==> src/rtl/adc_frontend_pkg.sv <==
// Shared constants and helpers for the receive-side ADC front end:
// register addresses, sample widths and the saturation/magnitude helpers.
package adc_frontend_pkg;

    localparam int ADC_W      = 12;
    localparam int SMP_W      = 16;
    localparam int INTEG_W    = 32;
    localparam int NUM_CH     = 4;
    localparam int RSSI_SHIFT = 10;
    localparam int ACC_W      = SMP_W + RSSI_SHIFT;

    localparam logic [6:0] FR_RX_MUX    = 7'd8;
    localparam logic [6:0] FR_ADC_OFS_0 = 7'd10;
    localparam logic [6:0] FR_DCO_EN    = 7'd46;

    // Clamp a 17-bit signed difference into the 16-bit sample range.
    function automatic logic signed [SMP_W-1:0] sat16(input logic signed [SMP_W:0] v);
        logic signed [SMP_W-1:0] r;
        if (v[SMP_W] != v[SMP_W-1]) begin
            r = v[SMP_W] ? 16'sh8000 : 16'sh7FFF;
        end else begin
            r = v[SMP_W-1:0];
        end
        return r;
    endfunction

    // Magnitude of a 16-bit sample; -32768 clamps to 32767 so it fits 15 bits.
    function automatic logic [SMP_W-2:0] abs_sat(input logic signed [SMP_W-1:0] v);
        logic signed [SMP_W-1:0] n;
        logic [SMP_W-2:0]        r;
        n = -v;
        if (!v[SMP_W-1]) begin
            r = v[SMP_W-2:0];
        end else if (v == 16'sh8000) begin
            r = 15'h7FFF;
        end else begin
            r = n[SMP_W-2:0];
        end
        return r;
    endfunction

endpackage

==> src/rtl/adc_frontend_dc_corrector.sv <==
// Per-channel DC-offset removal: a closed-loop integrator tracks the mean of
// the incoming sample and its upper half is subtracted from the input.
// Named adc_dc_corrector; instantiated once per ADC channel.
module adc_dc_corrector
    import adc_frontend_pkg::*;
(
    input  logic                    clock,
    input  logic                    reset,
    input  logic                    upd_en_i,
    input  logic                    ofs_wr_i,
    input  logic [SMP_W-1:0]        ofs_data_i,
    input  logic signed [SMP_W-1:0] adc_i,
    output logic signed [SMP_W-1:0] corr_o
);

    logic signed [INTEG_W-1:0] integ_q, integ_d;
    logic signed [SMP_W-1:0]   corr_q, corr_d;
    logic signed [SMP_W:0]     diff;

    // Subtract the tracked offset and pick the next integrator value;
    // an offset preload takes priority over the loop update.
    always_comb begin
        diff    = {adc_i[SMP_W-1], adc_i} - {integ_q[INTEG_W-1], integ_q[INTEG_W-1 -: SMP_W]};
        corr_d  = sat16(diff);
        integ_d = integ_q;
        if (ofs_wr_i) begin
            integ_d = {ofs_data_i, 16'h0000};
        end else if (upd_en_i) begin
            integ_d = integ_q + {{(INTEG_W-SMP_W){corr_q[SMP_W-1]}}, corr_q};
        end
    end

    // Stage-2 register: corrected sample and integrator state.
    always_ff @(posedge clock) begin
        if (reset) begin
            integ_q <= '0;
            corr_q  <= '0;
        end else begin
            integ_q <= integ_d;
            corr_q  <= corr_d;
        end
    end

    assign corr_o = corr_q;

endmodule

==> src/rtl/adc_frontend.sv <==
// Receive ADC front end: registers and widens four 12-bit ADC inputs,
// removes DC offset per channel, measures level/overrange (RSSI) and routes
// the corrected samples to the I/Q inputs of four DDCs.
module adc_frontend
    import adc_frontend_pkg::*;
(
    input  logic              clock,
    input  logic              reset,
    input  logic              enable,
    input  logic              serial_strobe,
    input  logic [6:0]        serial_addr,
    input  logic [31:0]       serial_data,
    input  logic [ADC_W-1:0]  rx_a_a,
    input  logic [ADC_W-1:0]  rx_b_a,
    input  logic [ADC_W-1:0]  rx_a_b,
    input  logic [ADC_W-1:0]  rx_b_b,
    output logic [31:0]       rssi_0,
    output logic [31:0]       rssi_1,
    output logic [31:0]       rssi_2,
    output logic [31:0]       rssi_3,
    output logic [SMP_W-1:0]  ddc0_in_i,
    output logic [SMP_W-1:0]  ddc0_in_q,
    output logic [SMP_W-1:0]  ddc1_in_i,
    output logic [SMP_W-1:0]  ddc1_in_q,
    output logic [SMP_W-1:0]  ddc2_in_i,
    output logic [SMP_W-1:0]  ddc2_in_q,
    output logic [SMP_W-1:0]  ddc3_in_i,
    output logic [SMP_W-1:0]  ddc3_in_q,
    output logic [3:0]        rx_numchan
);

    logic [ADC_W-1:0]        rx      [NUM_CH];
    logic signed [SMP_W-1:0] adc_q   [NUM_CH];
    logic signed [SMP_W-1:0] corr    [NUM_CH];
    logic [NUM_CH-1:0]       ofs_wr;
    logic [NUM_CH-1:0]       upd_en;

    logic [31:0]             mux_q;
    logic [NUM_CH-1:0]       dco_en_q;

    logic [ACC_W-1:0]        acc_q   [NUM_CH];
    logic [ACC_W-1:0]        acc_d   [NUM_CH];
    logic [SMP_W-1:0]        level_q [NUM_CH];
    logic [15:0]             over_q  [NUM_CH];
    logic [15:0]             over_d  [NUM_CH];
    logic [SMP_W-2:0]        mag     [NUM_CH];
    logic                    over    [NUM_CH];

    logic [SMP_W-1:0]        ddc_i   [NUM_CH];
    logic [SMP_W-1:0]        ddc_q   [NUM_CH];

    logic                    unused_mux_bits;

    assign rx[0] = rx_a_a;
    assign rx[1] = rx_b_a;
    assign rx[2] = rx_a_b;
    assign rx[3] = rx_b_b;

    // Control registers written over the serial bus.
    always_ff @(posedge clock) begin
        if (reset) begin
            mux_q    <= '0;
            dco_en_q <= '0;
        end else if (serial_strobe) begin
            if (serial_addr == FR_RX_MUX) begin
                mux_q <= serial_data;
            end
            if (serial_addr == FR_DCO_EN) begin
                dco_en_q <= serial_data[NUM_CH-1:0];
            end
        end
    end

    // Per-channel offset-preload strobes and integrator update enables.
    always_comb begin
        for (int n = 0; n < NUM_CH; n++) begin
            ofs_wr[n] = serial_strobe && (serial_addr == 7'(FR_ADC_OFS_0 + 7'(n)));
            upd_en[n] = enable && dco_en_q[n];
        end
    end

    // Stage 1: register the pins and sign-extend to 16 bits (sample in bits [14:3]).
    always_ff @(posedge clock) begin
        if (reset) begin
            for (int n = 0; n < NUM_CH; n++) begin
                adc_q[n] <= '0;
            end
        end else begin
            for (int n = 0; n < NUM_CH; n++) begin
                adc_q[n] <= {rx[n][ADC_W-1], rx[n], 3'b000};
            end
        end
    end

    // Stage 2: DC correction, one corrector per channel.
    for (genvar g = 0; g < NUM_CH; g++) begin : g_dco
        adc_dc_corrector u_dco (
            .clock      (clock),
            .reset      (reset),
            .upd_en_i   (upd_en[g]),
            .ofs_wr_i   (ofs_wr[g]),
            .ofs_data_i (serial_data[SMP_W-1:0]),
            .adc_i      (adc_q[g]),
            .corr_o     (corr[g])
        );
    end

    // RSSI next state: leaky level averager and saturating overrange counter.
    // The raw 12-bit code is recovered from bits [14:3] of the widened sample.
    always_comb begin
        for (int n = 0; n < NUM_CH; n++) begin
            mag[n]    = abs_sat(adc_q[n]);
            acc_d[n]  = acc_q[n] + ACC_W'(mag[n]) - (acc_q[n] >> RSSI_SHIFT);
            over[n]   = (adc_q[n][14:3] == 12'h7FF) || (adc_q[n][14:3] == 12'h800);
            over_d[n] = over_q[n];
            if (over[n] && (over_q[n] != 16'hFFFF)) begin
                over_d[n] = over_q[n] + 16'd1;
            end else if (!over[n] && (over_q[n] != 16'h0000)) begin
                over_d[n] = over_q[n] - 16'd1;
            end
        end
    end

    // RSSI state: averager and counter advance only while enabled; level tracks the accumulator.
    always_ff @(posedge clock) begin
        if (reset) begin
            for (int n = 0; n < NUM_CH; n++) begin
                acc_q[n]   <= '0;
                over_q[n]  <= '0;
                level_q[n] <= '0;
            end
        end else begin
            for (int n = 0; n < NUM_CH; n++) begin
                if (enable) begin
                    acc_q[n]  <= acc_d[n];
                    over_q[n] <= over_d[n];
                end
                level_q[n] <= acc_q[n][ACC_W-1 -: SMP_W];
            end
        end
    end

    // DDC routing: 2-bit channel selects per I/Q, with a per-DDC real-mode Q blank.
    always_comb begin
        for (int k = 0; k < NUM_CH; k++) begin
            ddc_i[k] = corr[mux_q[4+4*k +: 2]];
            ddc_q[k] = mux_q[20+k] ? '0 : corr[mux_q[6+4*k +: 2]];
        end
    end

    assign unused_mux_bits = ^mux_q[31:24];

    assign rx_numchan = mux_q[3:0];
    assign rssi_0     = {over_q[0], level_q[0]};
    assign rssi_1     = {over_q[1], level_q[1]};
    assign rssi_2     = {over_q[2], level_q[2]};
    assign rssi_3     = {over_q[3], level_q[3]};
    assign ddc0_in_i  = ddc_i[0];
    assign ddc0_in_q  = ddc_q[0];
    assign ddc1_in_i  = ddc_i[1];
    assign ddc1_in_q  = ddc_q[1];
    assign ddc2_in_i  = ddc_i[2];
    assign ddc2_in_q  = ddc_q[2];
    assign ddc3_in_i  = ddc_i[3];
    assign ddc3_in_q  = ddc_q[3];

endmodule

==> config.mk <==
export PLATFORM = sky130hd
export DESIGN_NAME = adc_frontend
export DESIGN_NICKNAME = d
export VERILOG_FILES = /design/src/rtl/adc_frontend_pkg.sv /design/src/rtl/adc_frontend_dc_corrector.sv /design/src/rtl/adc_frontend.sv
export SDC_FILE = /design/constraint.sdc
export NUM_CORES = 2
export LEC_CHECK = 0
export BUFFER_PORTS_ARGS = -buffer_cell sky130_fd_sc_hd__buf_2
export CELL_PAD_IN_SITES_DETAIL_PLACEMENT = 1
export CELL_PAD_IN_SITES_GLOBAL_PLACEMENT = 1
export CORE_ASPECT_RATIO = 0.6
export CORE_UTILIZATION = 36
export DETAILED_ROUTE_END_ITERATION = 8
export GPL_TIMING_DRIVEN = 0
export HOLD_SLACK_MARGIN = 0.1
export PLACE_DENSITY = 0.76
export SLEW_MARGIN = 20
export SYNTH_ARGS = -nofsm -noshare
export SYNTH_HDL_FRONTEND = slang
export SYNTH_SLANG_ARGS = --single-unit
==> constraint.sdc <==
create_clock -name clock -period 10.2 [get_ports clock]
set_input_delay 0.51 -clock clock [delete_from_list [all_inputs] [get_ports clock]]
set_output_delay 0.51 -clock clock [all_outputs]
set_load 0.1 [all_outputs]
# Word level (Yosys, flattened, before mapping)
# Memories as Yosys holds them, arrays and structs flattened.
# Index checks and enable logic that the tools add are counted.
# word_totals
register_bits	220
ramBits	284
inputBits	91
out_inout_bits	260
wordCells	224
n_memories	4
# classes
add_sub_neg	28
n_lt_le_gt_ge	8
eq_ne	26
n_mux	82
bitwise	24
reduce_logical	38
# memory_table
memory	words	width	read_ports	rd_clocked_by_memory_dff	wr	line_no	source
acc_q	4	26	4	0	4	adc_frontend.sv:41	logic [ACC_W-1:0] acc_q [NUM_CH];
level_q	4	16	4	0	4	adc_frontend.sv:43	logic [SMP_W-1:0] level_q [NUM_CH];
over_q	4	16	4	0	4	adc_frontend.sv:44	logic [15:0] over_q [NUM_CH];
adc_q	4	13	4	0	4	adc_frontend.sv:33	logic signed [SMP_W-1:0] adc_q [NUM_CH];
# op_table
cell	n
$mux W16	44
$bmux W16 S2	8
$mux W32	8
$add A32 B32 Y32	4
$mux W15	8
$add A26 B15 Y26	4
$mux W26	4
$sub A26 B16 Y26	4
$sub A16 B16 Y17	4
$add A16 B1 Y16 const B	4
$eq A16 B16 Y1 const B	4
$ne A16 B16 Y1 const B	4
$reduce_bool A16 Y1	4
$sub A16 B1 Y16 const B	4
$neg A15 Y15	4
$mux W13	4
$eq A12 B11 Y1 const B	4
$eq A12 B12 Y1 const B	4
$eq A7 B4 Y1 const B	5
$ge A3 B3 Y1 const B	8
$not A2 Y3	8
$logic_and A1 B1 Y1	16
$or A1 B1 Y1	16
$reduce_bool A2 Y1	4
7 further kinds	25

# Depth between registers and ports, before layout
# An unclocked memory read counts as a cell.
# logic_depth
depth_word	8
ltp_mapped	17
mapped_depth_nobuf	17

# Modules after synthesis
# A second synthesis with hierarchy kept.
# hier_totals
hier_cells	4570
area_unflattened_um2	41227.0
# by_module_without_submodules
module	instances	cells_per_inst	area_each_um2	seq_area_each_um2
adc_frontend	1	2444	24185.7	7847.5
adc_dc_corrector (g_dco[1].u_dco ...)	3	514	4187.8	960.9
adc_dc_corrector (g_dco[0].u_dco)	1	584	4478.0	960.9

# Least setup slack after synthesis
# Ideal clock, no wire load.
# synth_path
kind	input-to-reg
startpoint	in reset
endpoint	mem acc_q[0][0] (netlist name), enable pin
setup_ns	0.954
t_arrival_ns	3.164
required_time_ns	9.246
slack_ns	6.082
path_stages	5
path_buffers	3
path_cell_list	clkbuf_1 inv_1 clkbuf_1 clkbuf_1 nand2_1
# synth_lines
item	line_no	source
start, declared	adc_frontend.sv:8	input logic reset,
end, declared	adc_frontend.sv:41	

==> reports/qor.yml <==
cells_and_area:
  nNetsFinal: 5375
  fin_util_pct: 42.2
  drive_above_1_share_pct: 14.4
  syn2layout_area_growth_pct: 15.5
  final_cells: 6345
  num-fill-cells: 12600
status:
  status: "finished, final reports clean"
routing:
  ant_nets: 0
  wl_um: 152000
  vias: 36800
  viasPerCell: 5.80
  drtIter0Drc: 3474
  drc: 0
  routedWlPerCell_um: 24.0
  drtPass1Iterations: 6
grt:
  antenna_found_initial: 18
  grt_remaining_overflow: 0
  grt_pass1_vias: 36800
  grt_pass1_wl_um: 229000
  grt_max_degree: 46
  grt_usage_pct: 26.7
worst_setup_path:
  reg2reg_from: "adc_q[0][0]"
  cpPeakStageDelay_ps: 660
  critical_path.top_delay_family: "compound AO/OA/AOI/OAI gates"
  critical_path_required_ps: 10610
  worst-path-max-fanout: 15
  cp_common_cell: "nor2_1"
  worst_setup_path_start_kind: "flip-flop"
  criticalPathCategory: "reg -> reg"
  rr_endpoint: "over_q[0][13]"
  reg2reg_depth: 17
  r2r_setup_slack_ps: 5250
  cp-end-kind: "flip-flop"
  crit_buf_inv: 2
  crit_arrival_ps: 5360
  path_cells: "inv_1, ha_1, nand3b_1, nor2_1, a21oi_1, nor2_1, inv_1, ha_1, a21o_1, a21o_1, a21oi_1, o21a_1, o21ai_1, o41ai_1, o21ai_1, xnor2_1, nor2_1"
  crit_slowest_cell: "a21oi_1"
yosys:
  seq_area_frac_synth_pct: 29.7
  ys_ff_latch: 500
  syn_inst: 4402
  syn_area_per_cell_sq_um: 8.96
  yosysTopAreaCellShare_pct: 16.9
  synth_ff_type: "dfxtp_1"
  synth_most_common_cell: "nor2_1"
  synth.area.top_cells: "dfxtp_1 (17%), edfxtp_1 (13%), ha_1 (11%)"
  ys_warn_count: 0
  async_reset_ff_share_pct: 0
  synth_cell_types: 105
  netlist_area_sq_mm: 0.0394
  synth_edf_count: 168
  netlist_top_cells_count: "nor2_1 (386), a21oi_1 (374), nand2_1 (361), ha_1 (352), dfxtp_1 (332)"
  synth_top_area_cell: "dfxtp_1"
pwr:
  p_leak_nw: 19.3
  power.density_mw_per_mm2: 269
  ir_drop_mv: 0.166
clock_network:
  cts.htree.levels: 2
  tritoncts: "done"
  clk_latency_ps: 670
  cts_sinks: 500
  clk_pin_slew_ps: 70
  cts_made_buffers: 55
  clock_path_buffers: 3
  root_buffer: "clkbuf_16"
  post_cts_resized: 0
sta:
  maxSlewViolCount: 0
  finalClockSkew_ps: 27.5
  post-route-period-util_pct: 48.5
  slew_headroom_pct: 19.2
  final_hold_viol_count: 0
  setup_violations: 0
  max_freq_mhz: 202
  grt_setup_unrepaired: "no"
  finalSetupTns_ps: 0
  min_period_ps: 4950
  tightest_slew_ps: 1210
floorplanning:
  rows: 93
  initial_utilization_pct: 36.5
  io_pins: 351
  die-area_sq_mm: 0.111
  core_region_area_sq_mm: 0.108
  die_y_um: 258
  fp.dieW_um: 429
worst_hold_path:
  hold_start: "rx_a_b[6]"
  hold_end: "adc_q[2][6]"
  hold_path_class: "in -> reg"
  holdPathStages: 2
placed_design:
  dp.cells: 6183
  dp_hpwl_um: 120000
  portBuffers: 340
  place_congestion: 0.985
job:
  cap_violations: 0
## timing repair
item                                    4_1_cts  5_1_grt
endpoints found under the setup margin        0        0
setup buffers                                 0        0
hold endpoints to repair                     49        0
hold buffers                                 49        0
## worst max path at each step
stage	startpoint	end	slack (ps)	cells after the start
floorplan	reset	acc_q[0][0]	6080	5
global placement	reset	acc_q[2][7]	1470	5
detailed placement	adc_q[0][0]	over_q[0][13]	5270	17
CTS	adc_q[0][0]	over_q[0][13]	5250	17
global route	adc_q[0][0]	over_q[0][14]	4880	17
finish	adc_q[0][0]	over_q[0][13]	5250	17
## state kept, by name, summed over array words and instances, names as in the netlist
register and cells:
adc_q 48, g_dco.u_dco.corr_o 64, acc_q 104, dco_en_q 4, level_q 64, mux_q 24
g_dco.u_dco.integ_q 128, over_q 64
## cell families after synthesis
group	Yosys count	synth area share (%)
muxes	147	7.82
and+or+nand+nor	1430	17.8
xor gates and xnor gates	286	6.37
adders and majority gates	420	14.6
DFF	500	29.7
buffers and inverters	454	4.51
other	2	0.0190
AOI/OAI and AO/OA	1163	19.2
## through the flow
| step | power (mW) | hold WS (ps) | worst slack, ps | area (sq um) |
|---|---|---|---|---|
| floorplan | 8.29 | 436 | 6080 | 39500 |
| global placement | 9.69 | 443 | 1470 | 42900 |
| detailed placement | 9.92 | 451 | 5270 | 43100 |
| CTS | 12.2 | 103 | 5250 | 45500 |
| global route | 13.0 | 105 | 4880 | 45500 |
| finish | 12.3 | 108 | 5250 | 45500 |
## where the power goes
part	switching [mW]	internal [mW]	leakage, nW
combinational	4.71	2.44	13.7
clock	0.984	1.23	0.950
sequential	0.424	2.48	4.57
## layout by cell type, fill, tap and decap left out, drive strengths merged, types with 15 or more instances in the layout
cell         synthesis  routed
nand2b              51      51
edfxtp             168     168
and3                49      49
nand4               46      46
mux2i               16      16
xor2               125     125
o21ai              252     252
o211ai              29      29
xnor2              161     161
mux4               128     128
o21a                53      53
nor2b              166     166
a211oi              48      48
nand2              362     362
nor2               386     386
o21bai              34      34
dfxtp              332     332
nand3               96      96
a311oi              17      17
a21o               145     145
fa                  68      68
or2                 18      18
clkinv               0      15
and2                35      35
clkbuf             136     205
dlygate4sd3          0      49
buf                 46     392
nor3b               18      18
ha                 352     352
nor4                32      32
o31ai               24      24
a21oi              378     378
a31oi               43      43
inv                272     282
nor3               109     109
o22ai               19      19
or3                 21      21
## final cells by class
class / instances / area, sq um / share of cell area [%]
multi-input cells: 3458 / 26000 / 57.1
flip-flops and latches: 500 / 11700 / 25.7
repair buffers: 395 / 2290 / 5.03
well taps: 1425 / 1780 / 3.92
clock buffers: 69 / 1550 / 3.41
inverters: 272 / 1020 / 2.24
plain buffers: 182 / 766 / 1.68
clock inverters: 34 / 383 / 0.841
diodes: 10 / 25.0 / 0.0550
## layer usage
metal	up-vias	wire length [um]	GRT usage (%)
li1	16900	-	-
met1	18300	73200	40.5
met2	1417	62200	38.3
met3	240	13100	5.25
met4	8	3520	6.22
met5	-	56	0
(Power assumes the default switching activity.)
